## config.mk

```make
export PLATFORM = sky130hd
export DESIGN_NAME = mrnaiso_sequencer
export DESIGN_NICKNAME = d
export VERILOG_FILES = /design/src/rtl/mrnaiso_sequencer.sv
export SDC_FILE = /design/constraint.sdc
export NUM_CORES = 1
export LEC_CHECK = 0
export ABC_CLOCK_PERIOD_IN_PS = 7200
export CAP_MARGIN = 20
export CELL_PAD_IN_SITES_DETAIL_PLACEMENT = 1
export CELL_PAD_IN_SITES_GLOBAL_PLACEMENT = 1
export CORE_MARGIN = 2
export CORE_UTILIZATION = 30
export DETAILED_ROUTE_END_ITERATION = 8
export PLACE_DENSITY_LB_ADDON = 0.1
export SYNTH_ARGS = -nofsm -noshare
export SYNTH_HDL_FRONTEND = slang
export SYNTH_SLANG_ARGS = --single-unit
```

## constraint.sdc

```tcl
create_clock -name clk -period 7.2 [get_ports clk]
set_input_delay 1.08 -clock clk [delete_from_list [all_inputs] [get_ports clk]]
set_output_delay 1.08 -clock clk [all_outputs]
set_load 0.01 [all_outputs]
```

## src/rtl/mrnaiso_sequencer.sv

```systemverilog
`default_nettype none
// ============================================================================
// Module   : mrnaiso_sequencer
// Purpose  : Multi-lane mRNA isolation valve/pump sequencer with timed phases.
// Revision : 1.0
// ============================================================================
module mrnaiso_sequencer #(
    parameter int CHANNELS = 5,
    parameter int CNT_W    = 16,
    parameter int PUMP_DIV = 4
) (
    input  logic                clk,
    input  logic                rst_n,
    input  logic                start,
    input  logic                abort,
    input  logic [CHANNELS-1:0] chan_en,
    input  logic [CNT_W-1:0]    t_fill,
    input  logic [CNT_W-1:0]    t_mix,
    input  logic [CNT_W-1:0]    t_sep,
    output logic [CHANNELS-1:0] chan_sel,
    output logic [12:0]         valves,
    output logic [3:0]          state,
    output logic                busy,
    output logic                done,
    output logic                aborted
);

    localparam int LANE_W = (CHANNELS > 1) ? $clog2(CHANNELS) : 1;
    localparam int DIV_W  = (PUMP_DIV > 1) ? $clog2(PUMP_DIV) : 1;
    localparam logic [DIV_W-1:0] DIV_LAST = DIV_W'(PUMP_DIV - 1);

    localparam logic [12:0] V_FILL    = 13'h0003;
    localparam logic [12:0] V_BEADS   = 13'h0006;
    localparam logic [12:0] V_LYSIS   = 13'h0018;
    localparam logic [12:0] V_SEP     = 13'h1300;
    localparam logic [12:0] V_COLLECT = 13'h0C00;

    typedef enum logic [3:0] {
        S_IDLE    = 4'd0,
        S_FILL    = 4'd1,
        S_BEADS   = 4'd2,
        S_LYSIS   = 4'd3,
        S_MIX     = 4'd4,
        S_SEP     = 4'd5,
        S_COLLECT = 4'd6,
        S_NEXT    = 4'd7,
        S_FIN     = 4'd8
    } state_t;

    state_t              state_q, state_d;
    logic [LANE_W-1:0]   lane_q, lane_d;
    logic [CHANNELS-1:0] mask_q, mask_d;
    logic [CNT_W-1:0]    tfill_q, tfill_d;
    logic [CNT_W-1:0]    tmix_q, tmix_d;
    logic [CNT_W-1:0]    tsep_q, tsep_d;
    logic [CNT_W-1:0]    dwell_q, dwell_d;
    logic [DIV_W-1:0]    div_q, div_d;
    logic [1:0]          phase_q, phase_d;
    logic [12:0]         valves_q, valves_d;
    logic [CHANNELS-1:0] chan_sel_q, chan_sel_d;
    logic                busy_q, busy_d;
    logic                done_q, done_d;
    logic                aborted_q, aborted_d;

    logic [LANE_W-1:0]   first_lane;
    logic [LANE_W-1:0]   next_lane;
    logic                has_next;
    logic                dwell_done;
    logic [CNT_W-1:0]    dwell_dec;

    // A zero duration still costs one clock, so the counter is loaded with D-1.
    function automatic logic [CNT_W-1:0] dwell_load(input logic [CNT_W-1:0] t);
        return (t == '0) ? '0 : t - CNT_W'(1);
    endfunction

    assign dwell_done = (dwell_q == '0);
    assign dwell_dec  = dwell_q - CNT_W'(1);

    // Descending scan so the last hit is the lowest qualifying lane.
    always_comb begin
        first_lane = '0;
        next_lane  = '0;
        has_next   = 1'b0;
        for (int i = CHANNELS - 1; i >= 0; i--) begin
            if (chan_en[i]) begin
                first_lane = LANE_W'(i);
            end
            if (mask_q[i] && (i > int'(lane_q))) begin
                next_lane = LANE_W'(i);
                has_next  = 1'b1;
            end
        end
    end

    always_comb begin
        state_d   = state_q;
        lane_d    = lane_q;
        mask_d    = mask_q;
        tfill_d   = tfill_q;
        tmix_d    = tmix_q;
        tsep_d    = tsep_q;
        dwell_d   = dwell_q;
        div_d     = div_q;
        phase_d   = phase_q;
        aborted_d = 1'b0;

        if (state_q == S_IDLE) begin
            if (start && !abort) begin
                mask_d  = chan_en;
                tfill_d = t_fill;
                tmix_d  = t_mix;
                tsep_d  = t_sep;
                if (chan_en == '0) begin
                    state_d = S_FIN;
                end else begin
                    state_d = S_FILL;
                    lane_d  = first_lane;
                    dwell_d = dwell_load(t_fill);
                end
            end
        end else if (abort) begin
            state_d   = S_IDLE;
            aborted_d = 1'b1;
        end else begin
            case (state_q)
                S_FILL: begin
                    if (dwell_done) begin
                        state_d = S_BEADS;
                        dwell_d = dwell_load(tfill_q);
                    end else dwell_d = dwell_dec;
                end
                S_BEADS: begin
                    if (dwell_done) begin
                        state_d = S_LYSIS;
                        dwell_d = dwell_load(tfill_q);
                    end else dwell_d = dwell_dec;
                end
                S_LYSIS: begin
                    if (dwell_done) begin
                        state_d = S_MIX;
                        dwell_d = dwell_load(tmix_q);
                    end else dwell_d = dwell_dec;
                end
                S_MIX: begin
                    if (dwell_done) begin
                        state_d = S_SEP;
                        dwell_d = dwell_load(tsep_q);
                    end else dwell_d = dwell_dec;
                end
                S_SEP: begin
                    if (dwell_done) begin
                        state_d = S_COLLECT;
                        dwell_d = dwell_load(tsep_q);
                    end else dwell_d = dwell_dec;
                end
                S_COLLECT: begin
                    if (dwell_done) state_d = S_NEXT;
                    else            dwell_d = dwell_dec;
                end
                S_NEXT: begin
                    if (has_next) begin
                        state_d = S_FILL;
                        lane_d  = next_lane;
                        dwell_d = dwell_load(tfill_q);
                    end else begin
                        state_d = S_FIN;
                    end
                end
                default: state_d = S_IDLE;
            endcase
        end

        // Pump rotation restarts at pump1 on every MIX entry.
        if (state_d == S_MIX) begin
            if (state_q != S_MIX) begin
                div_d   = '0;
                phase_d = 2'd0;
            end else if (div_q == DIV_LAST) begin
                div_d   = '0;
                phase_d = (phase_q == 2'd2) ? 2'd0 : phase_q + 2'd1;
            end else begin
                div_d = div_q + DIV_W'(1);
            end
        end

        case (state_d)
            S_FILL:    valves_d = V_FILL;
            S_BEADS:   valves_d = V_BEADS;
            S_LYSIS:   valves_d = V_LYSIS;
            S_MIX: begin
                case (phase_d)
                    2'd0:    valves_d = 13'h0020;
                    2'd1:    valves_d = 13'h0040;
                    default: valves_d = 13'h0080;
                endcase
            end
            S_SEP:     valves_d = V_SEP;
            S_COLLECT: valves_d = V_COLLECT;
            default:   valves_d = '0;
        endcase

        if ((state_d >= S_FILL) && (state_d <= S_COLLECT)) begin
            chan_sel_d = CHANNELS'(1) << lane_d;
        end else begin
            chan_sel_d = '0;
        end

        busy_d = (state_d != S_IDLE);
        done_d = (state_d == S_FIN);
    end

    always_ff @(posedge clk or negedge rst_n) begin
        if (!rst_n) begin
            state_q    <= S_IDLE;
            lane_q     <= '0;
            mask_q     <= '0;
            tfill_q    <= '0;
            tmix_q     <= '0;
            tsep_q     <= '0;
            dwell_q    <= '0;
            div_q      <= '0;
            phase_q    <= '0;
            valves_q   <= '0;
            chan_sel_q <= '0;
            busy_q     <= 1'b0;
            done_q     <= 1'b0;
            aborted_q  <= 1'b0;
        end else begin
            state_q    <= state_d;
            lane_q     <= lane_d;
            mask_q     <= mask_d;
            tfill_q    <= tfill_d;
            tmix_q     <= tmix_d;
            tsep_q     <= tsep_d;
            dwell_q    <= dwell_d;
            div_q      <= div_d;
            phase_q    <= phase_d;
            valves_q   <= valves_d;
            chan_sel_q <= chan_sel_d;
            busy_q     <= busy_d;
            done_q     <= done_d;
            aborted_q  <= aborted_d;
        end
    end

    assign state    = state_q;
    assign valves   = valves_q;
    assign chan_sel = chan_sel_q;
    assign busy     = busy_q;
    assign done     = done_q;
    assign aborted  = aborted_q;

endmodule
`default_nettype wire

```

==> results.sh, run 1 <==
export IMPL_place_gp_congestion=0.931
export IMPL_pwr_share_comb_pct=45.8
export IMPL_gr_usage_met3_pct=2.99
export IMPL_min_delay_start="div_q[1]$_DFFE_PN0N_"
export IMPL_cts_htree_levels=3
export IMPL_worstReg2RegStart="dwell_q[0]$_DFFE_PN0P_"
export IMPL_finalClockSkew_ns=0.00833
export IMPL_r2r_cells=9
export IMPL_grt_start_max_net_pins=59
export IMPL_antenna_cells=0
export IMPL_swShare_pct=44.7
export IMPL_cts_resized=0
export IMPL_grt_pass1_vias=6203
export IMPL_pwr_share_seq_pct=36.5
export IMPL_die_w_microns=150
export IMPL_pin_count=82
export IMPL_slew_viol_final=0
export IMPL_yosys_area_share_simple_pct=30.7
export IMPL_ir_worst_vdd_uv=149
export IMPL_fin_nets=891
export IMPL_num_vias=6026
export IMPL_startpoint_type="input port"
export IMPL_use_met2_pct=34.6
export IMPL_clock_fmax_mhz=268
export IMPL_synth_seq_area_share_pct=37.6
export IMPL_core_sq_um=21000
export IMPL_clkSinkCount=96
export IMPL_ant_nets=0
export IMPL_drv_cap=0
export IMPL_drt_iter0_markers=371
export IMPL_layout_commonest_cell="nand2_1"
export IMPL_ys_seq_elements=96
export IMPL_avgSynthCellArea_sq_um=8.38
export IMPL_syn_inst=763
export IMPL_final_layout_size_suffix_gt1_share_pct=6.51
export IMPL_place_detailed_hpwl_microns=16800
export IMPL_setup_viol=0
export IMPL_use_met1_pct=26.4
export IMPL_min_to="div_q[1]$_DFFE_PN0N_"
export IMPL_antenna_found_initial=0
export IMPL_start_util_pct=30.5
export IMPL_p_switching_mw=1.30
export IMPL_ys_warn_count=0
export IMPL_clockBufferDepth=2
export IMPL_synth_top_family_by_area="simple AND/OR/NAND/NOR gates"
export IMPL_synth_compound_area_share_pct=15.1
export IMPL_vias_per_cell=5.46
export IMPL_drt_wl_total_microns=21800
export IMPL_cts_tree="built"
export IMPL_worstSetupPathType="in -> reg"
export IMPL_insertion_delay_ns=0.36
export IMPL_setup_tns_ns=0
export IMPL_grt_busiest_layer="met2"
export IMPL_fp_row_count=53
export IMPL_synthMuxAreaShare_pct=2.76
export IMPL_tightest_slew_ns=0.937
export IMPL_internal_power_mw=1.61
export IMPL_post_cts_buffers=0
export IMPL_synth_xor_area_share_pct=8.50
export IMPL_final_hold_violation_count=0
export IMPL_clkPwrFrac_pct=17.8
export IMPL_synth_nets=829
export IMPL_min_path_cells=2
export IMPL_path_max_fanout=7
export IMPL_cts_root_buf="clkbuf_16"
export IMPL_die_h_microns=150
export IMPL_numPortBuffers=81
export IMPL_numCtsBuffers=9
export IMPL_status="complete, no violations"
export IMPL_synth_edf_count=0
export IMPL_first_pass_iters=5
export IMPL_synth_area_sq_um=6390
export IMPL_rsz0062_at_grt="false"
export IMPL_cp_arrival_ns=3.98
export IMPL_reg2reg_to="dwell_q[4]$_DFFE_PN0P_"
export IMPL_cts_hold_buf=0
export IMPL_drc=0
export IMPL_powerDensity_nw_per_um2=376
export IMPL_layout_common_cells="173 x nand2_1, 96 x dfrtp_1, 80 x clkdlybuf4s50_1, 48 x nor2_1, 35 x xnor2_1"
export IMPL_synthFlopType="dfrtp_1"
export IMPL_grt_use_total_pct=20.1
export IMPL_worstSetupStartpoint="t_fill[2]"
export IMPL_max_slew_margin_rel_pct=37.0
export IMPL_path_clk_slew_ns=0.07
export IMPL_yosys_area_share_adder_pct=1.76
export IMPL_hold_path_class="reg -> reg"
export IMPL_dpl_cell_area_sq_um=7440
export IMPL_end_kind="flop"
export IMPL_period_minus_slack_ns=3.73
export IMPL_required_ns=7.45
export IMPL_r2r_slack_ns=3.53
export IMPL_dieArea_sq_um=22500
export IMPL_synthArstFlopShare_pct=100
export IMPL_postLayoutCellArea_sq_um=7750
export IMPL_yosysUniqueCellTypes=77
export IMPL_area_growth_syn_to_layout_pct=21.3
export IMPL_leakage_nw=3.12
export IMPL_grt_pass1_wl_microns=35100
export IMPL_wl_per_cell_microns=19.8
export IMPL_grt_ovfl_total=0
export IMPL_finalCritPeriodShare_pct=51.8
[registers in the layout (all words and copies together), names as in the netlist]
name,cells
dwell_q,16
tfill_q,16
tmix_q,16
tsep_q,16
valves,9
chan_sel,5
mask_q,4
state,4
lane_q,3
div_q,2
phase_q,2
aborted,1
busy,1
done,1
[worst max path at each step]
stage | endpoint | slack, ns
finish | dwell_q[11]$_DFFE_PN0P_ | 3.47
global route | dwell_q[11]$_DFFE_PN0P_ | 3.20
CTS | dwell_q[11]$_DFFE_PN0P_ | 3.49
detailed placement | dwell_q[11]$_DFFE_PN0P_ | 3.12
global placement | dwell_q[11]$_DFFE_PN0P_ | 3.23
floorplan | dwell_q[11]$_DFFE_PN0P_ | 4.12
[worst max-delay path, cell delays in order]
cell and delay (ns):
clkdlybuf4s50_1 0.53, nor4_1 0.48, nand4b_1 0.35, o31ai_1 0.88, o32ai_1 0.16, a21oi_1 0.14
o21ai_0 0.09, mux2_2 0.27
[cell type report]
cell class                 instances  area [sq um]
clock buffer                      11           253
clock inverter                     4          53.8
fill                            2529         13200
inverter                          16          60.1
multi-input combinational        613          3770
sequential                        96          2400
tap                              275           344
timing repair buffer              89           868
[power groups by stage]
stage / combinational, mW / clock (mW) / sequential [mW]
CTS: 1.34 / 0.534 / 1.06
global route: 1.48 / 0.556 / 1.11
detailed placement: 1.33 / 0 / 1.07
global placement: 1.30 / 0 / 1.06
floorplan: 0.931 / 0 / 0.965
finish: 1.33 / 0.518 / 1.06
[routing by layer]
layer	part of all wire, %	routed length, microns
met1	45	9910
met2	49	10600
met3	4.4	952
met4	1.6	348
met5	0	0
[cells by family after synthesis]
| kind of cell | Yosys count |
|---|---|
| flops | 96 |
| xor+xnor | 62 |
| mux | 16 |
| buf+inv | 54 |
| compound gates | 137 |
| fa+ha+maj | 9 |
| simple gates | 389 |
[synthesized netlist by cell type, types with 5 or more instances]
library cell / number / share of area (%)
xnor2_1: 35 / 4.8
mux2_1: 10 / 1.8
o22ai_1: 11 / 1.1
a22oi_1: 5 / 0.59
nor3_1: 25 / 2.0
o221ai_1: 5 / 0.69
a21oi_1: 21 / 1.6
or4_1: 12 / 1.4
buf_2: 5 / 0.39
xor2_1: 27 / 3.7
nor4_1: 27 / 2.6
nand2b_1: 8 / 0.78
a221oi_1: 6 / 0.82
nand2_1: 173 / 10
nand3_1: 18 / 1.4
clkbuf_1: 27 / 1.6
or3_1: 18 / 1.8
o21ai_0: 31 / 2.4
dfrtp_1: 96 / 38
a31oi_1: 6 / 0.59
o31ai_1: 9 / 1.1
nand4_1: 6 / 0.59
ha_1: 9 / 1.8
nor2_1: 48 / 2.8
inv_1: 16 / 0.94
nor2b_1: 5 / 0.49
[per-stage QoR]
stage | total power [mW] | util (%) | hold WS, ns | cells | setup WS, ns
6_report | 2.91 | 37.0 | 0.491 | 1104 | 3.47
5_1_grt | 3.15 | 37.0 | 0.529 | 1104 | 3.20
4_1_cts | 2.94 | 37.0 | 0.503 | 1104 | 3.49
3_3_place_gp | 2.36 | 35.5 | 0.475 | 1089 | 3.23
3_5_place_dp | 2.40 | 35.5 | 0.486 | 1089 | 3.12
2_1_floorplan | 1.90 | - | 0.447 | 763 | 4.12
Note: power is estimated with default switching activity, not from simulation.
==> run 2, diff against run 1 <==
- ABC_CLOCK_PERIOD_IN_PS: 7200 -> 3700
- clock period: 7.2 -> 3.7 ns (I/O delays scaled with it)
==> results.sh, run 2 (same netlist as run 1, synthesis figures left out) <==
export IMPL_use_met1_pct=27.2
export IMPL_grt_pass1_wl_microns=36000
export IMPL_die_h_microns=150
export IMPL_clock_fmax_mhz=316
export IMPL_leakage_nw=3.24
export IMPL_ant_nets=0
export IMPL_r2r_cells=9
export IMPL_use_met2_pct=36.2
export IMPL_pin_count=82
export IMPL_clockBufferDepth=2
export IMPL_ir_worst_vdd_uv=236
export IMPL_area_growth_syn_to_layout_pct=24.1
export IMPL_layout_commonest_cell="nand2_1"
export IMPL_core_sq_um=21000
export IMPL_gr_usage_met3_pct=3.14
export IMPL_final_layout_size_suffix_gt1_share_pct=9.23
export IMPL_slowest_stage="or3_1"
export IMPL_max_slew_margin_rel_pct=53.5
export IMPL_die_w_microns=150
export IMPL_rsz0062_at_grt="false"
export IMPL_wl_per_cell_microns=20.2
export IMPL_drt_wl_total_microns=22900
export IMPL_cts_tree="built"
export IMPL_finalCritPeriodShare_pct=85.4
export IMPL_required_ns=3.96
export IMPL_period_minus_slack_ns=3.16
export IMPL_clkSinkCount=96
export IMPL_powerDensity_nw_per_um2=719
export IMPL_cts_htree_levels=3
export IMPL_tightest_slew_ns=0.692
export IMPL_end_kind="flop"
export IMPL_setup_viol=0
export IMPL_setup_tns_ns=0
export IMPL_num_vias=6079
export IMPL_path_max_fanout=9
export IMPL_post_cts_buffers=0
export IMPL_numPortBuffers=81
export IMPL_cts_resized=0
export IMPL_fin_nets=917
export IMPL_vias_per_cell=5.37
export IMPL_grt_ovfl_total=0
export IMPL_place_gp_congestion=0.885
export IMPL_status="complete, no violations"
export IMPL_dieArea_sq_um=22500
export IMPL_grt_use_total_pct=21.0
export IMPL_fp_row_count=53
export IMPL_cts_hold_buf=0
export IMPL_final_util_pct=37.9
export IMPL_insertion_delay_ns=0.36
export IMPL_placed_cells=1114
export IMPL_finalClockSkew_ns=0.00774
export IMPL_grt_busiest_layer="met2"
export IMPL_numCtsBuffers=9
export IMPL_worstSetupPathType="reg -> reg"
export IMPL_drc=0
export IMPL_reg2reg_to="div_q[0]$_DFFE_PN0N_"
export IMPL_max_stage_delay_ns=0.52
export IMPL_cp_arrival_ns=3.43
export IMPL_start_util_pct=30.5
export IMPL_grt_pass1_vias=6303
export IMPL_antenna_found_initial=0
export IMPL_first_pass_iters=5
export IMPL_drv_cap=0
export IMPL_final_hold_violation_count=0
export IMPL_antenna_cells=0
export IMPL_drt_iter0_markers=252
export IMPL_slew_viol_final=0
export IMPL_cts_root_buf="clkbuf_16"
export IMPL_startpoint_type="flop"
export IMPL_hold_path_class="in -> async"
export IMPL_grt_start_max_net_pins=76
export IMPL_layout_common_cells="173 x nand2_1, 96 x dfrtp_1, 80 x clkdlybuf4s50_1, 48 x nor2_1, 35 x xnor2_1"
export IMPL_place_detailed_hpwl_microns=17700
export IMPL_r2r_slack_ns=0.54
export IMPL_worstReg2RegStart="dwell_q[1]$_DFFE_PN0P_"
export IMPL_path_clk_slew_ns=0.07
export IMPL_finalNonFillerCells=1131
export IMPL_crit_chain="inv_1 > ha_1 > nor3b_2 > and3_1 > and3_1 > o21ai_2 > or3_1 > or3_1 > o31ai_2"
-- run 2: worst max path at each step --
stage | start | endpoint | slack (ns)
global placement | t_fill[4] | dwell_q[9]$_DFFE_PN0P_ | 0.45
detailed placement | t_fill[2] | dwell_q[9]$_DFFE_PN0P_ | 0.30
floorplan | state[0]$_DFF_PN0_ | dwell_q[9]$_DFFE_PN0P_ | 0.98
CTS | dwell_q[1]$_DFFE_PN0P_ | div_q[0]$_DFFE_PN0N_ | 0.49
global route | dwell_q[1]$_DFFE_PN0P_ | dwell_q[2]$_DFFE_PN0P_ | 0.31
finish | dwell_q[1]$_DFFE_PN0P_ | div_q[0]$_DFFE_PN0N_ | 0.54
-- run 2: metal layers --
| layer | wire, microns | vias to the layer above | share of wire (%) |
|---|---|---|---|
| li1 | - | 2918 | - |
| met1 | 10200 | 2991 | 45 |
| met2 | 11300 | 144 | 50 |
| met3 | 889 | 26 | 3.9 |
| met4 | 416 | 0 | 1.8 |
| met5 | 0 | - | 0 |
-- run 2: report_power, final --
part           internal [mW]  leakage [nW]  switching (mW)
Combinational           1.18          1.90            1.59
Clock                  0.463         0.126           0.455
Sequential              1.46          1.22           0.555
Total                   3.11          3.24            2.60
-- run 2: cell type report --
class	instances	area (sq um)
multi-input cells	613	3770
repair buffers	115	1080
fillers	2509	13000
inverters	16	60.1
well taps	275	344
flip-flops and latches	96	2400
clock inverters	5	41.3
clock buffers	11	233
-- run 2: stage by stage --
stage	worst slack [ns]	hold WS [ns]	power [mW]	instance area (sq um)
floorplan	0.976	0.259	3.69	6390
global placement	0.450	0.469	4.72	7630
detailed placement	0.296	0.469	4.80	7630
CTS	0.492	0.420	5.75	7910
global route	0.307	0.144	6.18	7930
finish	0.539	0.123	5.70	7930
-- run 2: critical path, delay by kind of cell, from the launching register on --
family | cells | cell delay [ns]
AO/OA/AOI/OAI | 2 | 0.33
adder cells (fa/ha/maj) | 1 | 0.21
buffers and inverters | 1 | 0.09
flip-flops | 1 | 0.39
AND/OR/NAND/NOR | 5 | 2.06
